## config.mk

```make
export PLATFORM = sky130hd
export DESIGN_NAME = fetch_queue
export DESIGN_NICKNAME = d
export VERILOG_FILES = /design/src/rtl/fetch_pkg.sv /design/src/rtl/fetch_fifo.sv /design/src/rtl/fetch_queue.sv
export SDC_FILE = /design/constraint.sdc
export NUM_CORES = 1
export LEC_CHECK = 0
export BUFFER_PORTS_ARGS = -buffer_cell sky130_fd_sc_hd__buf_2
export CORE_MARGIN = 1
export CORE_UTILIZATION = 64
export CTS_CLUSTER_SIZE = 28
export DETAILED_ROUTE_END_ITERATION = 10
export GPL_TIMING_DRIVEN = 0
export PLACE_DENSITY = 0.86
export SLEW_MARGIN = 20
export SYNTH_ARGS = -nofsm -noshare
export SYNTH_HDL_FRONTEND = slang
export SYNTH_SLANG_ARGS = --single-unit
```

## constraint.sdc

```tcl
create_clock -name clk -period 5.6 [get_ports clk]
set_input_delay 0.56 -clock clk [delete_from_list [all_inputs] [get_ports clk]]
set_output_delay 0.56 -clock clk [all_outputs]
set_load 0.01 [all_outputs]
```

## src/rtl/fetch_pkg.sv

```systemverilog
// Shared constants and entry layout for the instruction-fetch front end.
package fetch_pkg;

    localparam int unsigned INSTR_BYTES   = 4;
    localparam int unsigned INSTR_W       = 32;
    localparam int unsigned DEFAULT_XLEN  = 32;

    // Decode-queue entry for the default 32-bit core; the top builds the same
    // layout at its own XLEN.
    typedef struct packed {
        logic [DEFAULT_XLEN-1:0] pc;
        logic [INSTR_W-1:0]      instr;
    } fetch_entry_t;

endpackage

```

## src/rtl/fetch_fifo.sv

```systemverilog
// Synchronous FIFO with single-cycle flush, generic entry type and occupancy count.
// The head is read combinationally from storage; DEPTH must be a power of two.
module fetch_fifo #(
    parameter type         entry_t = logic [31:0],
    parameter int unsigned DEPTH   = 4,
    localparam int unsigned PW     = $clog2(DEPTH),
    localparam int unsigned CW     = $clog2(DEPTH + 1)
) (
    input  logic          clk,
    input  logic          rst,
    input  logic          flush,
    input  logic          push,
    input  entry_t        push_data,
    input  logic          pop,
    output entry_t        head,
    output logic [CW-1:0] count,
    output logic          empty,
    output logic          full
);

    localparam logic [CW-1:0] FULL_CNT = DEPTH[CW-1:0];

    entry_t        mem_q [DEPTH];
    logic [PW-1:0] wr_ptr_q, wr_ptr_d;
    logic [PW-1:0] rd_ptr_q, rd_ptr_d;
    logic [CW-1:0] count_q, count_d;

    assign head  = mem_q[rd_ptr_q];
    assign count = count_q;
    assign empty = (count_q == '0);
    assign full  = (count_q == FULL_CNT);

    // Pointer and occupancy next-state; flush wins over push/pop.
    always_comb begin
        wr_ptr_d = wr_ptr_q;
        rd_ptr_d = rd_ptr_q;
        count_d  = count_q;
        if (flush) begin
            wr_ptr_d = '0;
            rd_ptr_d = '0;
            count_d  = '0;
        end else begin
            if (push) wr_ptr_d = wr_ptr_q + PW'(1);
            if (pop)  rd_ptr_d = rd_ptr_q + PW'(1);
            if (push && !pop)      count_d = count_q + CW'(1);
            else if (pop && !push) count_d = count_q - CW'(1);
        end
    end

    // Pointer and count registers.
    always_ff @(posedge clk or negedge rst) begin
        if (!rst) begin
            wr_ptr_q <= '0;
            rd_ptr_q <= '0;
            count_q  <= '0;
        end else begin
            wr_ptr_q <= wr_ptr_d;
            rd_ptr_q <= rd_ptr_d;
            count_q  <= count_d;
        end
    end

    // Entry storage; cleared on reset so the idle head reads as zero.
    always_ff @(posedge clk or negedge rst) begin
        if (!rst) begin
            mem_q <= '{default: '0};
        end else if (push && !flush) begin
            mem_q[wr_ptr_q] <= push_data;
        end
    end

    // Overflow/underflow guards; a flush legitimately discards everything.
    assert property (@(posedge clk) disable iff (!rst) !(push && full && !pop && !flush));
    assert property (@(posedge clk) disable iff (!rst) !(pop && empty && !flush));

endmodule

```

## src/rtl/fetch_queue.sv

```systemverilog
// Instruction-fetch front end: PC generator, latency-tolerant imem request/response
// interface and a DEPTH-entry instruction queue feeding decode. Redirects flush the
// queue and arm a drop counter that swallows responses still in flight.
module fetch_queue
    import fetch_pkg::*;
#(
    parameter int unsigned     XLEN     = 32,
    parameter int unsigned     DEPTH    = 4,
    parameter logic [XLEN-1:0] RESET_PC = '0
) (
    input  logic            clk,
    input  logic            rst,
    output logic            imem_req_valid,
    input  logic            imem_req_ready,
    output logic [XLEN-1:0] imem_addr,
    input  logic            imem_rsp_valid,
    input  logic [31:0]     imem_rsp_data,
    input  logic            redirect_valid,
    input  logic [XLEN-1:0] redirect_pc,
    output logic            instr_valid,
    input  logic            instr_ready,
    output logic [31:0]     instr,
    output logic [XLEN-1:0] pc,
    output logic [XLEN-1:0] pc_plus_4
);

    localparam int unsigned   CW     = $clog2(DEPTH + 1);
    localparam logic [CW:0]   QDEPTH = DEPTH[CW:0];
    localparam logic [XLEN-1:0] STEP = XLEN'(INSTR_BYTES);

    typedef struct packed {
        logic [XLEN-1:0] pc;
        logic [31:0]     instr;
    } entry_t;
    typedef logic [XLEN-1:0] addr_t;

    logic [XLEN-1:0] fetch_pc_q, fetch_pc_d;
    logic [CW-1:0]   drop_q, drop_d;
    logic [CW-1:0]   outstanding, q_count;
    logic [CW:0]     credit_used;
    logic            req_fire, rsp_stale, q_push, q_pop;
    logic            q_empty, q_full, pcf_empty, pcf_full;
    entry_t          q_head, q_wdata;
    addr_t           pcf_head;

    // Issue/accept decisions. A request is only issued when a queue slot is reserved
    // for its response, so the queue can never overflow.
    always_comb begin
        credit_used    = {1'b0, outstanding} + {1'b0, q_count};
        imem_req_valid = rst && !redirect_valid && (credit_used < QDEPTH);
        req_fire       = imem_req_valid && imem_req_ready;
        rsp_stale      = (drop_q != '0);
        q_push         = imem_rsp_valid && !rsp_stale && !redirect_valid;
        q_pop          = instr_valid && instr_ready;
        q_wdata        = '{pc: pcf_head, instr: imem_rsp_data};
    end

    // Fetch PC and drop-counter next state; redirect overrides sequential fetch.
    always_comb begin
        fetch_pc_d = fetch_pc_q;
        drop_d     = drop_q;
        if (redirect_valid) begin
            fetch_pc_d = redirect_pc & ~XLEN'(3);
            // A response landing this cycle is discarded here, so it is not counted.
            drop_d     = outstanding - CW'(imem_rsp_valid);
        end else begin
            if (req_fire) fetch_pc_d = fetch_pc_q + STEP;
            if (imem_rsp_valid && rsp_stale) drop_d = drop_q - CW'(1);
        end
    end

    // Fetch PC and drop-counter registers.
    always_ff @(posedge clk or negedge rst) begin
        if (!rst) begin
            fetch_pc_q <= RESET_PC;
            drop_q     <= '0;
        end else begin
            fetch_pc_q <= fetch_pc_d;
            drop_q     <= drop_d;
        end
    end

    // Decode-facing outputs come straight from the queue head.
    always_comb begin
        imem_addr   = fetch_pc_q;
        instr_valid = !q_empty;
        instr       = q_head.instr;
        pc          = q_head.pc;
        pc_plus_4   = q_head.pc + STEP;
    end

    fetch_fifo #(
        .entry_t(entry_t),
        .DEPTH  (DEPTH)
    ) u_queue (
        .clk      (clk),
        .rst      (rst),
        .flush    (redirect_valid),
        .push     (q_push),
        .push_data(q_wdata),
        .pop      (q_pop),
        .head     (q_head),
        .count    (q_count),
        .empty    (q_empty),
        .full     (q_full)
    );

    // In-flight address FIFO; its occupancy is the outstanding-request count. It is
    // never flushed: stale responses still pop their address.
    fetch_fifo #(
        .entry_t(addr_t),
        .DEPTH  (DEPTH)
    ) u_inflight (
        .clk      (clk),
        .rst      (rst),
        .flush    (1'b0),
        .push     (req_fire),
        .push_data(fetch_pc_q),
        .pop      (imem_rsp_valid),
        .head     (pcf_head),
        .count    (outstanding),
        .empty    (pcf_empty),
        .full     (pcf_full)
    );

    assert property (@(posedge clk) disable iff (!rst) imem_rsp_valid |-> !pcf_empty);
    assert property (@(posedge clk) disable iff (!rst) req_fire |-> !pcf_full);
    assert property (@(posedge clk) disable iff (!rst) q_push |-> (!q_full || q_pop));
    assert property (@(posedge clk) disable iff (!rst) drop_q <= outstanding);

endmodule

```

# == Word level (Yosys, flattened, before mapping) ==
# Cells that the tools add are included.
# totals
latch_bits,0
register_bits,433
n_memories,0
mem_bits_ro,0
out_inout_bits,130
input_bits,70
word_cells,98
mem_bits_rw,0
# op_classes
add_sub_neg,13
div_mod_pow,0
shifts,0
eq_ne,0
bitwise,4
reduce_logical,29
magnitude_cmp,7
n_mux,25
mul,0
# op_table
op,n
256-bit bitwise mux,1
64-bit 2-to-1 mux,3
32-bit 2-to-1 mux,5
64-bit binary-select mux with 2-bit select,1
128-bit bitwise mux,1
64-bit demux with 2-bit select,1
32-bit by 3-bit adder with 32-bit output (second input constant),2
32-bit binary-select mux with 2-bit select,1
32-bit demux with 2-bit select,1
3-bit 2-to-1 mux,7
1-bit logical AND,14
3-bit >= comparator (second input constant),4
2-bit NOT with 3-bit output,4
2-bit nonzero test,5
3-bit by 1-bit subtractor with 3-bit output (second input constant),3
2-bit by 1-bit adder with 2-bit output (second input constant),4
2-bit 2-to-1 mux,4
1-bit logical NOT,7
3-bit by 1-bit adder with 3-bit output (second input constant),2
3-bit by 1-bit less-than comparator with 1-bit output (second input constant),2
3-bit nonzero test,2
3-bit by 3-bit adder with 4-bit output,1
4-bit by 3-bit less-than comparator with 1-bit output (second input constant),1
3-bit logical NOT,1
3-bit by 1-bit subtractor with 3-bit output,1

# == Longest topological paths before layout ==
# Gate-level depths: netlist of the first run.
# depth
word_depth,9
ltp_mapped,12
depth_no_buf,10

# == Modules after synthesis ==
# A second synthesis of the first run with hierarchy kept.
# unflattened
cells_unflattened,1339
area_unflattened_um2,21426.8
# by_module_without_submodules
mod,instances,cells_each,seq_area_each_um2,area_per_inst_um2
fetch_fifo (u_queue),1,660,6581.3,12718.4
fetch_fifo (u_inflight),1,353,3378.2,5988.2
fetch_queue,1,326,825.8,2720.1

# == Worst setup path before layout of the first run ==
# OpenSTA, ideal clock, no wires.
# synth_path
path_kind,reg-to-output
start,register u_queue.rd_ptr_q[0]
end,output pc_plus_4[28]
setup_slack_ps,2735
required_time_ps,5040
path_stages_with_launch,10
n_path_buf,2
arrival_time_ps,2305
cell_sequence,dfrtp_1 > buf_6 > buf_4 > mux4_2 > ha_1 > nand4_1 > nor3_2 > nand2_1 > nor3_2 > xor2_1
# synth_between
elab_chain_cells,5
# synth_lines
element,line,source
from (decl),fetch_fifo.sv:25,"logic [PW-1:0] rd_ptr_q, rd_ptr_d;"
from (signal assigned),fetch_fifo.sv:58,rd_ptr_q <= rd_ptr_d;
2-bit NOT with 3-bit output (not written as such),fetch_fifo.sv:28,assign head = mem_q[rd_ptr_q];
64-bit binary-select mux with 2-bit select,fetch_fifo.sv:28,
64-bit 2-to-1 mux (not written as such) (2 in a row),fetch_fifo.sv:28,
named net pc[3],fetch_queue.sv:23,"output logic [XLEN-1:0] pc,"
32-bit by 3-bit adder with 32-bit output,fetch_queue.sv:89,pc_plus_4 = q_head.pc + STEP;
to (decl),fetch_queue.sv:24,output logic [XLEN-1:0] pc_plus_4
# The timed path passes the listed nets, and every way through them passes these cells. The select of a mux whose other input is x is not followed.

# == Worst setup path in the final report of the first run ==
# layout_path
start,input rst
end,"register u_inflight.count_q[2], in the netlist u_inflight.count[2]"
# layout_between
elab_chain_cells,6
elab_cells_between_ends,8
classes_between,mux: 1; reduce/logical: 7
# layout_lines
element,line,source
from (decl),fetch_queue.sv:12,"input logic rst,"
1-bit logical AND (*) (2 in a row),fetch_queue.sv:50,imem_req_valid = rst && !redirect_valid && (credit_used < QDEPTH);
1-bit logical AND (*),fetch_queue.sv:51,req_fire = imem_req_valid && imem_req_ready;
named net req_fire,fetch_queue.sv:41,"logic req_fire, rsp_stale, q_push, q_pop;"
1-bit logical NOT,fetch_fifo.sv:46,else if (pop && !push) count_d = count_q - CW'(1);
1-bit logical AND,fetch_fifo.sv:46,
2-bit nonzero test (no line),-,
to (signal assigned),fetch_fifo.sv:59,count_q <= count_d;
to (decl),fetch_fifo.sv:26,"logic [CW-1:0] count_q, count_d;"
# The timed path passes the listed nets; every way through them passes the cells marked *.
# A chain may end at the register's enable or synchronous reset.

==> qor_table.md, run 1 <==
| Step | Metric | Value |
| --- | --- | --- |
| clock tree | Quantity of gates resized following cts | 0 |
| global route | Global-route wire length before repair | 71.26 mm |
| route | Final routed DRC violation total | 0 |
| yosys | Largest cells by area after synthesis | dfrtp_1 (54%), mux2_2 (21%), mux4_2 (11%), nand2_1 (1.3%), xnor2_1 (1.2%) |
| final layout | Number of nets in the final layout | 1644 |
| setup path | Slowest cell on the critical path | dlygate4sd3_1 |
| yosys | Cell with the most instances after synthesis | dfrtp_1 |
| timing | Worst setup slack after layout | 0.8068 ns |
| worst hold path | Worst hold path class | primary input to register |
| floorplan | Die Width | 175.1 microns |
| timing | Fin crit share | 85.59% |
| final layout | Filler-free cell count of the finished design | 1976 |
| setup path | Endpoint required time on the critical path | 6.06 ns |
| yosys | Top_reg_cell synth | dfrtp_1 |
| yosys | Post-synthesis cell count | 1310 |
| clock tree | Clock latency on the worst-skew pair | 0.53 ns |
| timing | Setup repair after global routing missed its margin | no |
| timing | Finish-stage setup viols | 0 |
| power and ir drop | Leakage power of the design | 10.82 nW |
| route | DR WL/cell | 22.67 microns |
| timing | Number of hold violations in the final report | 0 |
| final layout | Share of cells above drive strength 1 | 47.48% |
| floorplan | Starting density of the core | 64.88% |
| global route | Via count of the first global-routing pass | 13000 |
| timing | Accumulated negative setup slack | 0 ns |
| clock tree | CTS hold repair buffers | 1 |
| setup path | Worst path cell trace | dlygate4sd3_1, buf_8, buf_16, buf_16, nor4b_1, nand4_1, inv_1, buf_2, buf_1, ha_1, inv_1, fa_1, xor2_1, nor2_1, xor2_1 |
| placement | Detailed Place HPWL | 30.16 mm |
| clock tree | Clock tree from TritonCTS | built |
| timing | Maximum operating frequency | 208.6 MHz |
| run status | Status | complete, no violations |
| run | Max-cap viol count | 0 |
| setup path | Worst setup path class | primary input to register |
| yosys | Netlist cell types | 60 |
| final layout | Final standard cell area without fillers | 22120 sq um |
| placement | Cells after DPL | 1900 |
| global route | GRT overflow | 0 |
| yosys | Netlist area before placement | 19180 sq um |
| final layout | Fill cells | 1781 |
| power and ir drop | Power after layout | 10.53 mW |
| yosys | Post-synthesis sequential area ratio | 54.15% |
| floorplan | Core region area | 29560 sq um |
| setup path | Critical path peak fanout | 99 |
| clock tree | Clock root cell | clkbuf_16 |
| floorplan | Site row count | 63 |
| placement | Weighted congestion reported at the end of routability-driven placement | 0.9280 |
| clock tree | Post-CTS Setup Bufs | 0 |
| floorplan | Ports | 200 |
| placement | Worst setup slack before clock tree synthesis | 0.8345 ns |
| final layout | Layout area overhead | 15.34% |
| clock tree | Total number of H-tree levels | 2 |
| timing | Slew @ Worst Pin | 0.9010 ns |
| clock tree | Max Root-Sink Buffers | 3 |
| route | Detailed-route wire length | 44.80 mm |
| timing | Hold WS | 0.2405 ns |
| yosys | Number of synthesized register bits | 415 |
| global route | Total routing usage reported by global routing | 30.01% |
| timing | Worst slew margin | 39.93% |
| yosys | Number of enable-type register cells in the synthesized netlist | 0 |
| yosys | Warning count from the yosys run | 0 |
| yosys | Most instantiated cells after synthesis | dfrtp_1 (415), mux2_2 (361), mux4_2 (91) |
| placement | Instance area at placement | 20760 sq um |
| route | Iteration-0 DRC count of the detailed router | 839 |
| route | DR pass1 iterations | 5 |
| timing | Clk_skew | 0.01159 ns |
| placement | Port Buffers | 191 |
| yosys | Cell type with the highest aggregate area in the netlist | dfrtp_1 |
| route | Total via count after detailed routing | 12300 |
| yosys | Async set or reset register ratio after synthesis | 100.0% |
| setup path | CP Data Arrival Time | 5.25 ns |
| setup path | Worst Setup Start Kind | primary input |
| yosys | Mean instance size in the synthesized netlist | 14.64 sq um |
| global route | Pin count of the biggest net entering global routing | 100 |
| power and ir drop | Power Dens Cells | 475.8 nW/um^2 |
| final layout | Util after Layout | 74.83% |
| setup path | Highest cell delay on the worst timing path | 0.56 ns |
| final layout | Antenna diode count | 0 |
| timing | Crit path time final | 4.793 ns |
| setup path | Number of buffers and inverters on the critical path | 8 |
| floorplan | Overall die area | 30660 sq um |
| setup path | Type of element capturing the critical path | register |
| clock tree | Number of clock sinks seen by CTS | 415 |
| power and ir drop | Max rail drop VDD | 0.0002854 V |
| clock tree | Clock Pin Slew Worst Setup and Hold Paths | 0.06 ns |
| clock tree | Cts bufs inserted | 42 |
| setup path | Top cell family by delay on the critical path | buffers and inverters |
| global route | Antenna violations before repair | 0 |
| route | Post-route ant nets | 0 |
| route | Post-DR vias/cell | 6.224 |
| timing | Slew Limit Fails | 0 |
| yosys | Fraction of post-synthesis cell area in the top cell type by area | 54.15% |
| floorplan | Height of the die | 175.1 microns |
report_power, final:
part           switching [mW]  leakage (nW)  internal [mW]  total (mW)
Clock                    1.15         0.672           1.59        2.74
Combinational            1.75          4.61           1.77        3.51
Sequential              0.479          5.54           3.79        4.27
Total                    3.38          10.8           7.15        10.5
placed cells by master, fill, tap and decap left out, drive strengths merged, types with 12 or more instances in the layout:
cell type	synthesis	layout
dfrtp	415	415
nand4	12	12
xnor2	27	27
buf	37	232
mux4	92	92
nand3	25	25
o21ai	37	37
ha	17	17
inv	21	22
nand2	68	68
clkbuf	52	112
nor2	32	32
mux2	361	361
xor2	23	23
cell families (layout without fill, tap and decap cells):
group	Yosys count	in the layout	share of synthesized area, %
AO/OA/AOI/OAI	72	72	2.388
XOR/XNOR	50	50	2.283
adder cells (fa/ha/maj)	19	19	1.318
buffers and inverters	110	381	2.557
flip-flops	415	415	54.15
multiplexers	456	456	32.18
other	1	6	0.01955
AND/OR/NAND/NOR	187	187	5.108
cell type report:
class	count	area (sq um)	share of cell area, %
flip-flops and latches	415	10390	46.95
multi-input cells	790	8322	37.62
clock buffers	60	1240	5.606
repair buffers	196	1086	4.910
well taps	390	488.0	2.206
plain buffers	89	411.6	1.861
clock inverters	15	108.9	0.4921
inverters	21	78.83	0.3564
layer usage:
layer  part of all wire [%]  up-vias  track usage, %  routed length, microns
met3                    5.5      102           4.221                    2472
met2                     50      549           49.95                   22440
met1                     41     6357           40.73                   18570
met4                    2.9        0           10.87                    1309
li1                       -     5291               -                       -
met5                      0        -               0                       0
final timing paths:
path	depth (start not counted)	slack, ns	start	to
worst max-delay path	15	0.81	rst	u_inflight.count[2]
max in group asynchronous	4	3.70	rst	imem_addr[15]
worst min register to register	2	0.48	u_inflight.mem_q[45]	u_inflight.mem_q[45]
min in group asynchronous	2	0.57	rst	u_queue.mem_q[202]
worst max register to register	12	2.13	u_inflight.count[2]	u_inflight.count[2]
worst min-delay path	3	0.24	redirect_pc[13]	imem_addr[13]
worst min-delay path, stage by stage:
cell	delay, ns
buf_2	0.08
nand2_1	0.04
o21ai_0	0.06
sequential cells by signal, summed over array words and instances (netlist names):
signal / flops
drop_q: 3
imem_addr: 30
u_queue.wr_ptr_q: 2
u_inflight.count: 3
u_inflight.mem_q: 120
u_inflight.wr_ptr_q: 2
u_queue.rd_ptr_q: 2
u_inflight.rd_ptr_q: 2
u_queue.count: 3
u_queue.mem_q: 248
Note: power is estimated with default switching activity, not from simulation.
==> run 2: changes to the inputs <==
--- a/config.mk
+++ b/config.mk
@@ -7,7 +7,7 @@
 export LEC_CHECK = 0
 export BUFFER_PORTS_ARGS = -buffer_cell sky130_fd_sc_hd__buf_2
 export CORE_MARGIN = 1
-export CORE_UTILIZATION = 64
+export CORE_UTILIZATION = 65
 export CTS_CLUSTER_SIZE = 28
 export DETAILED_ROUTE_END_ITERATION = 10
 export GPL_TIMING_DRIVEN = 0
@@ -15,4 +15,5 @@
 export SLEW_MARGIN = 20
 export SYNTH_ARGS = -nofsm -noshare
 export SYNTH_HDL_FRONTEND = slang
+export SYNTH_HIERARCHICAL = 1
 export SYNTH_SLANG_ARGS = --single-unit
==> run 2 against run 1 <==
  * Synthesized cell count rose by 2.0%
  * Sequential power fell by 8.7%
  * Non-clock buffer count fell by 6
  * Worst hold slack got worse by 0.014 ns
  * Routed wire length rose by 9.1%
  * Die area rose by 9.8%
  * Cell count rose by 4.6%
  * Critical endpoint is now pc_plus_4[29]
  * Highest routed layer is now met5
==> qor_table.md, run 2 <==
| Step | Metric | Value |
| --- | --- | --- |
| run status | Status | complete, no violations |
| setup path | RR Startpoint | u_inflight/count[2] |
| global route | Pin count of the biggest net entering global routing | 104 |
| clock tree | Total number of H-tree levels | 2 |
| floorplan | Height of the die | 183.5 microns |
| timing | Fin crit share | 82.13% |
| timing | Maximum operating frequency | 217.4 MHz |
| final layout | Layout area overhead | 14.83% |
| clock tree | Number of clock sinks seen by CTS | 431 |
| final layout | Most common cell after layout, fill and taps aside | dfrtp_1 |
| placement | Port Buffers | 195 |
| timing | Worst setup slack after layout | 1.001 ns |
| final layout | Filler-free cell count of the finished design | 2066 |
| clock tree | Clock Pin Slew Worst Setup and Hold Paths | 0.06 ns |
| final layout | Util after Layout | 75.75% |
| setup path | Endpoint required time on the critical path | 5.04 ns |
| setup path | Critical path origin | u_queue/rd_ptr_q[1] |
| setup path | Timing endpoint of the critical path | pc_plus_4[29] |
| placement | Weighted congestion reported at the end of routability-driven placement | 0.8934 |
| yosys | Mean instance size in the synthesized netlist | 16.02 sq um |
| clock tree | Max Root-Sink Buffers | 3 |
| setup path | Highest cell delay on the worst timing path | 0.68 ns |
| timing | Crit path time final | 4.599 ns |
| route | DR pass1 iterations | 5 |
| floorplan | Ports | 200 |
| floorplan | Die Width | 183.5 microns |
| timing | Worst slew margin | 48.39% |
| clock tree | Cts bufs inserted | 46 |
| setup path | Worst-case reg-to-reg path depth | 10 |
| power and ir drop | Leakage power of the design | 12.50 nW |
| global route | Total routing usage reported by global routing | 30.13% |
| setup path | Worst Setup Start Kind | register |
| yosys | Netlist area before placement | 21410 sq um |
| route | Post-route ant nets | 0 |
| placement | Worst setup slack before clock tree synthesis | 1.504 ns |
| setup path | Critical path peak fanout | 10 |
| route | Final routed DRC violation total | 0 |
| final layout | Final standard cell area without fillers | 24580 sq um |
| yosys | Warning count from the yosys run | 6 |
| floorplan | Site row count | 66 |
| power and ir drop | Power Dens Cells | 386.2 nW/um^2 |
| route | DR WL/cell | 23.65 microns |
| placement | Detailed Place HPWL | 31.83 mm |
| final layout | Share of cells above drive strength 1 | 51.66% |
| setup path | Library cell appearing most often on the critical path | buf_2 |
| setup path | Slowest cell on the critical path | nor4_4 |
| timing | Setup repair after global routing missed its margin | no |
| placement | Instance area at placement | 23100 sq um |
| setup path | Reg2Reg Capture Point | u_inflight/mem_q[120] |
| timing | Slew @ Worst Pin | 0.7742 ns |
| route | Total via count after detailed routing | 12780 |
| clock tree | Clock tree from TritonCTS | built |
| final layout | Most flop-heavy register | u_queue/mem_q |
| global route | Global-route wire length before repair | 78.54 mm |
| route | Iteration-0 DRC count of the detailed router | 657 |
| floorplan | Overall die area | 33670 sq um |
| setup path | Flop-to-flop setup slack | 2.65 ns |
| timing | Clk_skew | 0.02346 ns |
| final layout | Most frequent cells in the layout | dfrtp_1 (431), mux2_4 (240), buf_2 (209), mux2_2 (148), mux4_2 (96) |
| route | Detailed-route wire length | 48.87 mm |
| placement | Cells after DPL | 1987 |
| global route | Via count of the first global-routing pass | 13580 |
| clock tree | Clock root cell | clkbuf_16 |
| final layout | Antenna diode count | 0 |
| global route | GRT overflow | 0 |
| clock tree | Quantity of gates resized following cts | 0 |
| final layout | Number of nets in the final layout | 1682 |
| floorplan | Core region area | 32450 sq um |
| timing | Accumulated negative setup slack | 0 ns |
| timing | Finish-stage setup viols | 0 |
| timing | Number of hold violations in the final report | 0 |
| global route | Antenna violations before repair | 1 |
| setup path | Worst setup path class | register to output port |
| worst hold path | Worst hold path class | primary input to register |
| clock tree | Clock latency on the worst-skew pair | 0.55 ns |
| setup path | CP Data Arrival Time | 4.04 ns |
| floorplan | Starting density of the core | 65.97% |
| power and ir drop | Max rail drop VDD | 0.0002320 V |
| run | Max-cap viol count | 0 |
| final layout | Number of flip-flops under the largest register name | 256 |
| setup path | Worst path cell trace | buf_2, clkbuf_1, mux4_2, and3_1, nand4_1, nor4_4, nand2_1, xnor2_1, buf_2 |
| timing | Slew Limit Fails | 0 |
| route | Post-DR vias/cell | 6.184 |
| yosys | Post-synthesis cell count | 1336 |
| setup path | Type of element capturing the critical path | output port |
==> run 2: changes by cell type in the layout (fill, tap and decap cells not counted), moves of 12 or more <==
cell      before  now
mux2_4         0  240
mux2_2       361  148
buf_12         1   25
o21ai_0       37   17
buf_1         15    2
nand2_1       68   45
dfrtp_1      415  431
clkbuf_1      59   20
nand4_1       10   22
==> run 2: layout make-up <==
class	count	area [sq um]
Sequential cell	431	10790
Multi-Input combinational cell	815	9717
Inverter	21	78.83
Timing Repair Buffer	200	1106
Fill cell	1872	7869
Clock inverter	10	103.9
Buffer	79	865.8
Tap cell	442	553.0
Clock buffer	68	1375
==> run 2: per-layer routing <==
| layer | vias up | routed length, microns | track usage [%] |
|---|---|---|---|
| met2 | 460 | 24360 | 49.92 |
| met4 | 2 | 1324 | 9.667 |
| met1 | 6788 | 20510 | 41.40 |
| met3 | 88 | 2656 | 4.378 |
| met5 | - | 11 | 0 |
| li1 | 5438 | - | - |
==> run 2: worst min path at each step <==
stage / startpoint / slack [ns] / cells after the start / end
final: redirect_pc[14] / 0.23 / 3 / imem_addr[14]
after detailed placement: u_queue/mem_q[76] / 0.49 / 1 / u_queue/mem_q[76]
after global placement: u_inflight/mem_q[23] / 0.48 / 1 / u_inflight/mem_q[23]
after global routing: redirect_pc[14] / 0.23 / 3 / imem_addr[14]
after floorplan: rst / 0.26 / 0 / drop_q[0]
after CTS: redirect_pc[14] / 0.22 / 3 / imem_addr[14]
==> run 2: worst max-delay path, delay by kind of cell, from the launching register on <==
family,cells,cell delay [ns]
simple gates,4,1.48
buf+inv,3,1.04
mux,1,0.40
flops,1,0.34
xor+xnor,1,0.24
==> run 2: repair_timing <==
action                                  in CTS  in global routing
hold endpoints to repair                    27                  0
buffers inserted                             0                  0
endpoints found under the setup margin       0                  0
hold buffers                                 1                  0
==> run 2: power breakdown <==
group	internal, mW	switching [mW]
Sequential	3.55	0.350
Clock	1.78	1.20
Combinational	1.35	1.26
==> run 2: stage by stage <==
stage / total power [mW] / hold slack, ns
global route: 9.912 / 0.2313
global placement: 6.376 / 0.4819
detailed placement: 6.525 / 0.4869
CTS: 9.538 / 0.2170
floorplan: 5.617 / 0.2644
finish: 9.495 / 0.2262
